### src/rtl/mano_seq_ctrl.sv
// Mano computer timing/sequence control: sequence counter, opcode/indirect decode latch,
// HALT/START run control and a sticky runaway-instruction flag.
module mano_seq_ctrl #(
    parameter int SC_W     = 3,
    parameter int T_DECODE = 2,
    parameter int T_LAST   = 7
) (
    input  logic            CLK,
    input  logic            RST_N,
    input  logic [15:0]     IN_IR,
    input  logic            SC_CLR,
    input  logic            HLT,
    input  logic            START,
    output logic [SC_W-1:0] t,
    output logic [7:0]      D,
    output logic            I,
    output logic            RUN,
    output logic            ERR
);

    typedef enum logic {
        HALTED  = 1'b0,
        RUNNING = 1'b1
    } state_e;

    localparam logic [SC_W-1:0] T_DEC_C  = SC_W'(T_DECODE);
    localparam logic [SC_W-1:0] T_LAST_C = SC_W'(T_LAST);

    state_e          state_q;
    logic [SC_W-1:0] t_q;
    logic [7:0]      d_q;
    logic            i_q;
    logic            err_q;

    always_ff @(posedge CLK or negedge RST_N) begin
        if (!RST_N) begin
            state_q <= HALTED;
            t_q     <= '0;
            d_q     <= 8'h00;
            i_q     <= 1'b0;
            err_q   <= 1'b0;
        end else begin
            case (state_q)
                // t is already 0 here, so the first running cycle is T0
                HALTED: begin
                    if (START) state_q <= RUNNING;
                end
                RUNNING: begin
                    // Decode latch is independent of SC_CLR in the same cycle
                    if (t_q == T_DEC_C) begin
                        d_q <= 8'h01 << IN_IR[14:12];
                        i_q <= IN_IR[15];
                    end
                    if (SC_CLR) begin
                        t_q <= '0;
                        if (HLT) state_q <= HALTED;
                    end else if (t_q == T_LAST_C) begin
                        t_q   <= '0;
                        err_q <= 1'b1;
                    end else begin
                        t_q <= t_q + SC_W'(1);
                    end
                end
                default: state_q <= HALTED;
            endcase
        end
    end

    assign t   = t_q;
    assign D   = d_q;
    assign I   = i_q;
    assign RUN = (state_q == RUNNING);
    assign ERR = err_q;

endmodule

### config.mk
export PLATFORM = sky130hd
export DESIGN_NAME = mano_seq_ctrl
export DESIGN_NICKNAME = d
export VERILOG_FILES = /design/src/rtl/mano_seq_ctrl.sv
export SDC_FILE = /design/constraint.sdc
export NUM_CORES = 1
export LEC_CHECK = 0
export BUFFER_PORTS_ARGS = -buffer_cell sky130_fd_sc_hd__buf_2
export CAP_MARGIN = 20
export CELL_PAD_IN_SITES_DETAIL_PLACEMENT = 0
export CELL_PAD_IN_SITES_GLOBAL_PLACEMENT = 1
export CORE_AREA = 8 8 55 57
export CTS_CLUSTER_SIZE = 25
export DETAILED_ROUTE_END_ITERATION = 12
export DIE_AREA = 0 0 63 65
export GPL_TIMING_DRIVEN = 0
export PLACE_DENSITY_LB_ADDON = 0.1
export SETUP_SLACK_MARGIN = 0.15
export SLEW_MARGIN = 5
export SYNTH_ARGS = -nofsm -noshare
export SYNTH_HDL_FRONTEND = slang
export SYNTH_SLANG_ARGS = --single-unit
### constraint.sdc
create_clock -name CLK -period 1.6 [get_ports CLK]
set_input_delay 0.16 -clock CLK [delete_from_list [all_inputs] [get_ports CLK]]
set_output_delay 0.16 -clock CLK [all_outputs]
set_load 0.005 [all_outputs]
**Word-level counts from Yosys, hierarchy flattened**

Index checks and enable logic that the tools add are counted.

- Register bits after elaboration: 14
- Input bits: 21
- Output and inout port bits: 14

- Add/subtract/negate cells: 1
- Eq/ne operators: 2
- Shifts and indexed selects: 1
- Multiplexer cells: 6
- Bitwise logic cells: 2
- Reductions and logical operators: 2

Operators with widths:

| cell | count |
|---|---|
| << shifter 1 x 3 -> 8 bit (first input constant) | 1 |
| 2-to-1 mux 3 bit | 2 |
| adder 3 x 1 -> 3 bit (second input constant) | 1 |
| == test 3 x 2 -> 1 bit (second input constant) | 1 |
| == test 3 bit (second input constant) | 1 |
| 2-to-1 mux 1 bit | 3 |
| AND reduction 3 bit | 1 |
| NOT 1 bit | 2 |
| one-hot mux 1 bit (2 select lines) | 1 |
| AND reduction 2 bit | 1 |

**Depth between registers and ports, before layout**

Gate-level depths: netlist of the first run.

- Depth after elaboration: 3
- Mapped depth: 5
- Gate-level depth less buffers: 4

**Worst setup path before layout of the first run**

Ideal clock, no wire load.

- Path type: flip-flop to flip-flop
- Start: register t_q[0], in the netlist t[0]
- End: register t_q[0], in the netlist t[0]
- Data arrival time: 1.330 ns
- Required time: 1.517 ns
- Slack: 0.187 ns
- Cell stages (with the launch flop): 5
- Buffers on the path: 0
- Clock period less this slack: 1.413 ns
- Cell sequence: dfrtp_1 > ha_1 > ha_1 > or4b_1 > o21ai_0

- Word-level cells in the longest chain between the ends: 3

RTL lines:

| item | line | text |
|---|---|---|
| start: declaration | 30 | `logic [SC_W-1:0] t_q;` |
| start signal: assignment | 61 | `t_q <= t_q + SC_W'(1);` |
| adder 3 x 1 -> 3 bit / == test 3 bit (equally long branches) | 61, 57 |  |
| 2-to-1 mux 3 bit * | 57 | `end else if (t_q == T_LAST_C) begin` |
| 2-to-1 mux 3 bit * | 54 | `if (SC_CLR) begin` |

Mark *: on every way between the ends. The rest lies on a longest branch, timed or not.
A chain may end at the register's enable or synchronous reset.

**Worst setup path after layout of the first run**

Same ends and word-level chain as after synthesis.

==> results by group, run 1 <==
Critical path
  – Crit path largest cell delay: around 490 ps
  – Crit path kind: reg -> reg
  – CP most frequent cell: ha_2
  – Crit-path max FO: 3
  – CP Data Required Time: 1810 ps
  – Startpoint Class: flip-flop
  – Worst Path Buf+Inv: 0
  – Crit end category: flip-flop
  – Crit path max-delay family: simple AND/OR/NAND/NOR gates
  – Ordered list of cells on the worst path: ha_2, ha_2, or4b_1, o21ai_1
  – Setup slack, reg-to-reg: 180 ps
  – Critical Path AT: 1640 ps
  – Crit-path slowest cell: or4b_1

Clocking
  – CTS root buf: clkbuf_4
  – Clk_lat worst skew: 280 ps
  – CTS tree: built
  – Sink Count: 14
  – CTS Buf Count: 3
  – Clock-pin slew on the worst setup and hold paths: ~90 ps
  – CTS H-Tree Depth: 1
  – Clock Path Buffers: 2

Placed design
  – Dpl ws: between 100 and 150 ps
  – Placed instance area: 835 um^2
  – Number of port buffers: 22
  – Routability Congestion: 0.625
  – Detail Placement HPWL: 1030 um

Logic synthesis
  – Avg Inst Size Synth: 14.4 um^2
  – Synth area leader: dfrtp_1
  – Synthesis-stage register bit count: 14
  – Post-synth EDFFs: 0
  – Top-count cell post-synth: dfrtp_1
  – Async SR Flop Fraction: 100%
  – Seq/Total Area, Yosys: 50.8%
  – Synth Warn #: 0
  – Synth top area share: 50.8%
  – Post-Synthesis Net Count: 72
  – Synthesized instance count: 48
  – Largest cells by area after synthesis: dfrtp_1, mux2_4, ha_1, and3b_1, buf_6
  – Netlist cell types: 16
  – Most frequent cells after synthesis: dfrtp_1, mux2_4, and3b_1
  – Top_reg_cell synth: dfrtp_1
  – Synth Cell Area: 689 um^2

Cells and area
  – Layout cells sized above 1: 57.9%
  – Finished Cell Area: 893 um^2
  – P&R area growth vs syn: 29.6%
  – Nets: 101
  – Filler cells: 211
  – Number of diodes: 0

GRT
  – Number of global-route vias before repair: roughly 500
  – Grt ovf: 0
  – Antenna violations before repair: 0
  – Pin count of the biggest net entering global routing: 15
  – Total GRT Usage: slightly above 7%
  – Global-route wire length before repair: between 2000 and 2500 um

Routing
  – DRC: 0
  – Wire per inst: 13.4 um
  – Routed via count: 473
  – Via/cell ratio: 4.55
  – Post-DRT Antenna Nets: 0
  – WL final: around 1400 um
  – DR iter-0 viols: 8
  – Pre-Repair DR Iteration Count: 2

Power and ir drop
  – Pwr Total: 1.30 mW
  – Leak Pwr: 0.485 nW
  – Pwr per Cell Area: ~1500 nW/um^2
  – Max VDD drop: 647 uV

STA
  – Tmin final: roughly 1400 ps
  – Final Skew: 2.86 ps
  – Rel. slew slack: roughly 80%
  – Worst Slack Setup Final: between 150 and 200 ps
  – Actual slew at the worst max-slew pin: 316 ps
  – Fmax: 702 MHz
  – Unrepaired setup endpoints after global routing: yes
  – Slew Viols, Final: 0
  – Final setup violation count: 0
  – Final Hold Slack: roughly 54 ps
  – Setup TNS: 0 ps
  – Hold Violations, Final: 0
  – Period utilization: about 89%

Die
  – Core area: ~2100 um^2
  – Initial Utilization: about 32%
  – Die Area: approximately 4000 um^2
  – Die extent in x: 63 um
  – Num ports: 35
  – Num rows: 17
  – Die Y: between 60 and 70 um

Job
  – Max Cap Viol: 0

Outcome
  – Status: complete, no violations

Min path
  – Hold Path Class: in -> reg
-- path summary, 6_finish.rpt --
check                                 start  depth (start not counted)               end
setup / recovery           t[0]$_DFFE_PN0P_                          4  t[0]$_DFFE_PN0P_
hold / removal                          HLT                          2     RUN$_DFF_PN0_
setup reg to reg           t[0]$_DFFE_PN0P_                          4  t[0]$_DFFE_PN0P_
hold reg to reg             ERR$_DFFE_PN0P_                          1   ERR$_DFFE_PN0P_
max in group asynchronous             RST_N                          2  D[3]$_DFFE_PN0P_
min in group asynchronous             RST_N                          2  D[5]$_DFFE_PN0P_
-- cells in the final DEF, fill, tap and decap left out --
cell and instances:
clkbuf_4 3, inv_1 2, nor3_1 2, and2b_2 1
a31oi_1 1, clkbuf_8 1, dfrtp_1 14, or4b_1 1
ha_1 1, buf_6 2, dlygate4sd3_1 1, nor3b_1 3
nor2_1 1, a31o_2 2, and3b_1 4, mux2_4 9
buf_2 22, mux2_2 1, and3_1 1, ha_2 2
o21ai_1 1, buf_4 1
-- power by group --
group	switching [mW]	internal, mW	leakage (nW)
Sequential	0.0769	0.489	0.184
Combinational	0.164	0.312	0.280
Clock	0.121	0.138	0.0210
-- registers in the layout, summed over array words and instances (netlist names) --
signal and count:
RUN 1, I 1, D 8, t 3
ERR 1
-- per-layer routing --
layer,vias up,global-route usage [%],wire length [um]
met1,223,8.67,708
li1,230,-,-
met3,2,2.92,111
met5,-,0,0
met4,0,5.13,17
met2,18,10.1,558
-- logic make-up (layout without fill, tap and decap cells) --
family          count (synthesis)  count (layout)  share of synthesized area [%]
compound gates                  4               4                           4.17
fa+ha+maj                       3               3                           5.45
buf+inv                         4              32                           4.36
flops                          14              14                           50.8
mux                            10              10                           21.2
simple gates                   13              13                           14.0
-- cell type report --
class	instances	area (um^2)	share of cell area [%]
flip-flops and latches	14	350	39.2
multi-input cells	30	314	35.2
repair buffers	24	128	14.3
clock buffers	4	36.3	4.06
well taps	28	35.0	3.92
plain buffers	2	22.5	2.52
inverters	2	7.51	0.840
-- through the flow --
stage / cells / utilization, %
4_1_cts: 104 / 41.6
2_1_floorplan: 48 / -
3_5_place_dp: 98 / 38.8
6_report: 104 / 41.6
3_3_place_gp: 98 / 38.8
5_1_grt: 104 / 41.6
-- what timing repair did --
action / CTS / global route
endpoints found under the hold margin: 14 / 0
setup endpoints to repair: 1 / 7
gates resized for setup: 2 / 1
buffers inserted: 1 / 0
hold buffers: 1 / 0
Power figures use the tool's default switching activity.
==> inputs of run 2 (changes only) <==
--- a/config.mk
+++ b/config.mk
@@ -9,10 +9,10 @@
 export CAP_MARGIN = 20
 export CELL_PAD_IN_SITES_DETAIL_PLACEMENT = 0
 export CELL_PAD_IN_SITES_GLOBAL_PLACEMENT = 1
-export CORE_AREA = 8 8 55 57
+export CORE_AREA = 2 2 49 51
 export CTS_CLUSTER_SIZE = 25
 export DETAILED_ROUTE_END_ITERATION = 12
-export DIE_AREA = 0 0 63 65
+export DIE_AREA = 0 0 51 53
 export GPL_TIMING_DRIVEN = 0
 export PLACE_DENSITY_LB_ADDON = 0.1
 export SETUP_SLACK_MARGIN = 0.15
==> run 2 against run 1 <==
Net effect: routed wire length shrank 11%; critical path depth did not move; core utilization is 0.47 points higher; sequential share of layout area down 0.43 points; clock skew barely moved; global-route usage is 3.6 points higher; worst hold slack better by 2.9 ps; largest cell class unchanged.
==> results by group, run 2 (synthesis results as in run 1) <==
Critical path
  – Crit path largest cell delay: 460 ps (-30 ps)
  – Startpoint Class: flip-flop
  – Critical Path AT: 1610 ps (-30 ps)
  – Crit end category: flip-flop
  – Crit-path slowest cell: or4b_1
  – Crit-path max FO: 4 (+1)
  – CP Data Required Time: 1810 ps (about the same)
  – Ordered list of cells on the worst path: ha_2, ha_4, or4b_1, o21ai_1
  – Crit path kind: reg -> reg

Routing
  – DRC: 0 (unchanged)
  – Pre-Repair DR Iteration Count: 2 (unchanged)
  – Via/cell ratio: 4.46 (-1.9%)
  – WL final: 1240 um (-11%)
  – Routed via count: 464 (-1.9%)
  – DR iter-0 viols: 3 (-5)
  – Wire per inst: 11.9 um (-11%)
  – Post-DRT Antenna Nets: 0 (unchanged)

Cells and area
  – Fin cells: 104 (unchanged)
  – Finished Cell Area: 903 um^2 (+1.1%)
  – P&R area growth vs syn: 31.0%
  – Filler cells: 209 (-0.95%)
  – Nets: 101 (unchanged)
  – Max FFs per register: 8 (unchanged)
  – Commonest non-fill, non-tap cell in the layout: buf_2
  – Number of diodes: 0 (unchanged)
  – Leading cell types in the layout, fill and taps excluded: buf_2, dfrtp_1, mux2_4, and3b_1
  – Layout cells sized above 1: 57.9% (unchanged)

STA
  – Hold Violations, Final: 0 (unchanged)
  – Final Skew: 2.41 ps (-0.456 ps)
  – Setup TNS: 0 ps (unchanged)
  – Fmax: 714 MHz (+1.7%)
  – Slew Viols, Final: 0 (unchanged)
  – Final setup violation count: 0 (unchanged)
  – Period utilization: 87.6% (-1.5 points)
  – Actual slew at the worst max-slew pin: 320 ps (+3.79 ps)
  – Tmin final: 1400 ps (-23.4 ps)
  – Unrepaired setup endpoints after global routing: yes
  – Rel. slew slack: 78.7% (-0.25 points)

Clocking
  – CTS tree: built
  – CTS root buf: clkbuf_4
  – Clock Path Buffers: 2 (unchanged)
  – CTS H-Tree Depth: 1 (unchanged)
  – Clock-pin slew on the worst setup and hold paths: 90 ps (about the same)
  – CTS Buf Count: 3 (unchanged)
  – Clk_lat worst skew: 280 ps (about the same)
  – Sink Count: 14 (unchanged)

Job
  – Max Cap Viol: 0 (unchanged)

Placed design
  – Inst Count DP: 98 (unchanged)
  – Number of port buffers: 22 (unchanged)
  – Placed instance area: 835 um^2 (unchanged)
  – Routability Congestion: 0.581 (-7.1%)
  – Detail Placement HPWL: 900 um (-13%)

GRT
  – Total GRT Usage: 10.8% (+3.6 points)
  – GR Layer Usage met2: 17.5% (+7.4 points)
  – Number of global-route vias before repair: 460 (-10%)
  – Global-route wire length before repair: 2100 um (-11%)
  – Grt ovf: 0 (unchanged)
  – Pin count of the biggest net entering global routing: 15 (unchanged)
  – Most used routing layer: met2
  – Met3 usage: 2.54% (-0.38 points)
  – Antenna violations before repair: 0 (unchanged)
  – M1 GR Usage: 12.8% (+4.2 points)

Die
  – Num ports: 35 (unchanged)
  – Die extent in x: 51 um (-19%)
  – Core area: 2150 um^2 (unchanged)
  – Die Y: 53 um (-18%)
  – Num rows: 17 (unchanged)
  – Initial Utilization: 32.1% (unchanged)
  – Die Area: 2700 um^2 (-34%)

Outcome
  – Status: complete, no violations

Min path
  – Hold Path Class: in -> reg

Power and ir drop
  – Pwr per Cell Area: 1440 nW/um^2 (-1.4%)
  – Leak Pwr: 0.485 nW (about the same)
  – Max VDD drop: 730 uV (+13%)
==> run 2: final cells by class <==
| type | count | area, um^2 | share of cell area [%] |
|---|---|---|---|
| timing repair buffer | 24 | 128 | 14.1 |
| sequential | 14 | 350 | 38.8 |
| buffer | 2 | 22.5 | 2.49 |
| multi-input combinational | 30 | 324 | 35.9 |
| tap | 28 | 35.0 | 3.88 |
| inverter | 2 | 7.51 | 0.831 |
| clock buffer | 4 | 36.3 | 4.02 |
==> run 2: worst paths after layout <==
| kind | from | end | slack [ps] | depth (start not counted) |
|---|---|---|---|---|
| min | HLT | RUN$_DFF_PN0_ | 60 | 2 |
| max in group asynchronous | RST_N | D[1]$_DFFE_PN0P_ | 1060 | 2 |
| max | t[1]$_DFFE_PN0P_ | t[0]$_DFFE_PN0P_ | 200 | 4 |
| min in group asynchronous | RST_N | RUN$_DFF_PN0_ | 300 | 2 |
| min reg2reg | ERR$_DFFE_PN0P_ | ERR$_DFFE_PN0P_ | 480 | 1 |
| max reg2reg | t[1]$_DFFE_PN0P_ | t[0]$_DFFE_PN0P_ | 200 | 4 |
==> run 2: critical path, delay by kind of cell (launching register included) <==
| kind | cells | cell delay (ps) |
|---|---|---|
| AOI/OAI and AO/OA | 1 | 80 |
| adders and majority gates | 2 | 370 |
| DFF | 1 | 420 |
| and+or+nand+nor | 1 | 460 |
==> run 2: routing by layer <==
metal,vias to the layer above,share of wire (%)
li1,229,-
met1,218,46
met5,-,0
met4,0,0
met2,17,48
met3,0,6.2
==> run 2: repair_timing <==
| action | 4_1_cts | 5_1_grt |
|---|---|---|
| gates resized for setup | 2 | 2 |
| setup endpoints to repair | 1 | 1 |
| setup buffers | 1 | 0 |
| pin swaps | 0 | 2 |
| hold endpoints to repair | 14 | 0 |
| hold buffers | 1 | 0 |
==> run 2: per-stage QoR <==
stage,hold slack (ps),total power [mW],util (%),setup slack (ps)
finish,57.1,1.30,42.1,199
CTS,42.8,1.32,41.6,164
global placement,85.6,1.04,38.8,137
floorplan,-136,0.851,-,187
global route,61.1,1.40,42.1,148
detailed placement,77.8,1.04,38.8,115
==> run 2: report_power, final <==
part | total, mW | leakage (nW) | switching [mW] | internal, mW
registers | 0.568 | 0.184 | 0.0785 | 0.489
clock network | 0.254 | 0.0210 | 0.116 | 0.138
logic | 0.476 | 0.280 | 0.162 | 0.314
total | 1.30 | 0.485 | 0.356 | 0.942
==> inputs of run 3 (changes only) <==
==> constraint.sdc (replaced) <==
create_clock -name CLK -period 1.6 [get_ports CLK]
set_input_delay 0.08 -clock CLK [delete_from_list [all_inputs] [get_ports CLK]]
set_output_delay 0.08 -clock CLK [all_outputs]
set_load 0.005 [all_outputs]
==> run 3 against run 2 <==
Net effect: routed wire length rose by 3.0%; worst setup slack is essentially flat; highest routed layer unchanged; clock power barely moved; core utilization up 0.82 points; sequential power hardly changed; critical path type unchanged; combinational power is essentially flat; global-route usage grew 0.32 points; non-clock buffer count up 2.
==> results by group, run 3 (synthesis results as in run 1) <==
Placed design
  – Number of port buffers: 22 (unchanged)
  – Detail Placement HPWL: 900 um (unchanged)
  – Placed instance area: 835 um^2 (unchanged)
  – Routability Congestion: 0.581 (unchanged)

Critical path
  – Critical Path AT: 1610 ps (about the same)
  – Crit-path max FO: 4 (unchanged)
  – Crit path kind: reg -> reg
  – CP Data Required Time: 1810 ps (about the same)
  – Crit end category: flip-flop
  – Startpoint Class: flip-flop

GRT
  – Total GRT Usage: 11.1% (+0.32 points)
  – Number of global-route vias before repair: 465 (+1.1%)
  – Grt ovf: 0 (unchanged)
  – Antenna violations before repair: 0 (unchanged)
  – Pin count of the biggest net entering global routing: 15 (unchanged)
  – Global-route wire length before repair: 2140 um (+2.0%)

STA
  – Slew Viols, Final: 0 (unchanged)
  – Actual slew at the worst max-slew pin: 315 ps (-4.68 ps)
  – Final Skew: 3.20 ps (+0.792 ps)
  – Final setup violation count: 0 (unchanged)
  – Fmax: 714 MHz (about the same)
  – Setup TNS: 0 ps (unchanged)
  – Tmin final: 1400 ps (+0.312 ps)
  – Hold Violations, Final: 0 (unchanged)
  – Rel. slew slack: 79.0% (+0.31 points)
  – Unrepaired setup endpoints after global routing: yes
  – Period utilization: 87.6% (about the same)

Die
  – Die Area: 2700 um^2 (unchanged)
  – Die Y: 53 um (unchanged)
  – Die extent in x: 51 um (unchanged)
  – Initial Utilization: 32.1% (unchanged)
  – Num rows: 17 (unchanged)
  – Core area: 2150 um^2 (unchanged)
  – Num ports: 35 (unchanged)

Clocking
  – CTS root buf: clkbuf_4
  – Clock Path Buffers: 2 (unchanged)
  – CTS tree: built
  – Sink Count: 14 (unchanged)
  – CTS Buf Count: 3 (unchanged)
  – CTS H-Tree Depth: 1 (unchanged)
  – Clk_lat worst skew: 280 ps (about the same)
  – Clock-pin slew on the worst setup and hold paths: 90 ps (about the same)

Cells and area
  – Multi-input gate area: 324 um^2 (unchanged)
  – Nets: 103 (+2.0%)
  – Number of diodes: 0 (unchanged)
  – Finished Cell Area: 921 um^2 (+1.9%)
  – P&R area growth vs syn: 33.6%
  – FF+latch area: 350 um^2 (unchanged)
  – Commonest non-fill, non-tap cell in the layout: buf_2
  – Filler cells: 209 (unchanged)
  – Leading cell types in the layout, fill and taps excluded: buf_2, dfrtp_1, mux2_4, and3b_1
  – Max FFs per register: 8 (unchanged)
  – Layout cells sized above 1: 57.7% (-0.20 points)

Routing
  – Wire per inst: 12.0 um (+1.1%)
  – DR iter-0 viols: 2 (-1)
  – WL final: 1270 um (+3.0%)
  – Routed via count: 469 (+1.1%)
  – DRC: 0 (unchanged)
  – Pre-Repair DR Iteration Count: 2 (unchanged)
  – Via/cell ratio: 4.42 (-0.83%)
  – Post-DRT Antenna Nets: 0 (unchanged)

Job
  – Max Cap Viol: 0 (unchanged)

Power and ir drop
  – Max VDD drop: 731 uV (about the same)
  – Pwr per Cell Area: 1420 nW/um^2 (-1.5%)
  – Pwr Total: 1.30 mW (+0.37%)
  – Leak Pwr: 0.495 nW (+2.0%)

Min path
  – Hold Path Class: in -> reg

Outcome
  – Status: complete, no violations
==> run 3: final timing paths <==
path,from,endpoint,slack (ps),depth (start not counted)
worst max-delay path,t[1]$_DFFE_PN0P_,t[0]$_DFFE_PN0P_,200,4
worst min-delay path,SC_CLR,RUN$_DFF_PN0_,20,2
worst max register to register,t[1]$_DFFE_PN0P_,t[0]$_DFFE_PN0P_,200,4
worst min register to register,ERR$_DFFE_PN0P_,ERR$_DFFE_PN0P_,480,1
max in group asynchronous,RST_N,D[1]$_DFFE_PN0P_,1140,2
min in group asynchronous,RST_N,RUN$_DFF_PN0_,220,2
==> run 3: layout make-up <==
cell class | instances | area share [%]
timing repair buffer | 26 | 15.8
sequential | 14 | 38.0
multi-input combinational | 30 | 35.2
buffer | 2 | 2.45
tap | 28 | 3.80
clock buffer | 4 | 3.94
inverter | 2 | 0.815
==> run 3: repair_timing <==
action	4_1_cts	5_1_grt
pin swaps	0	2
buffers inserted	1	1
hold buffers	2	0
gates resized for setup	2	2
endpoints found under the hold margin	15	0
endpoints found under the setup margin	1	2
==> run 3: where the power goes <==
group / internal [mW] / switching (mW)
Clock: 0.138 / 0.117
Sequential: 0.489 / 0.0796
Combinational: 0.316 / 0.163
Total: 0.944 / 0.359
==> run 3: layer usage <==
layer | wire, um | part of all wire (%) | track usage [%] | up-vias
met4 | 0 | 0 | 6.76 | 0
met3 | 76 | 6.0 | 2.54 | 0
li1 | - | - | - | 233
met5 | 0 | 0 | 0 | -
met1 | 580 | 46 | 12.9 | 219
met2 | 617 | 48 | 18.6 | 17
==> run 3: worst max-delay path, stage by stage, from the launching register on <==
cell and delay [ps]:
dfrtp_1 420, ha_2 220, ha_4 150, or4b_1 460, o21ai_1 80
==> run 3: through the flow <==
stage	cells	hold WS [ps]	worst slack (ps)	util, %
final	106	20.7	199	42.9
after global routing	106	17.4	143	42.9
after CTS	105	7.97	164	42.1
after detailed placement	98	-2.17	115	38.8
after global placement	98	5.57	137	38.8
after floorplan	48	-216	187	-
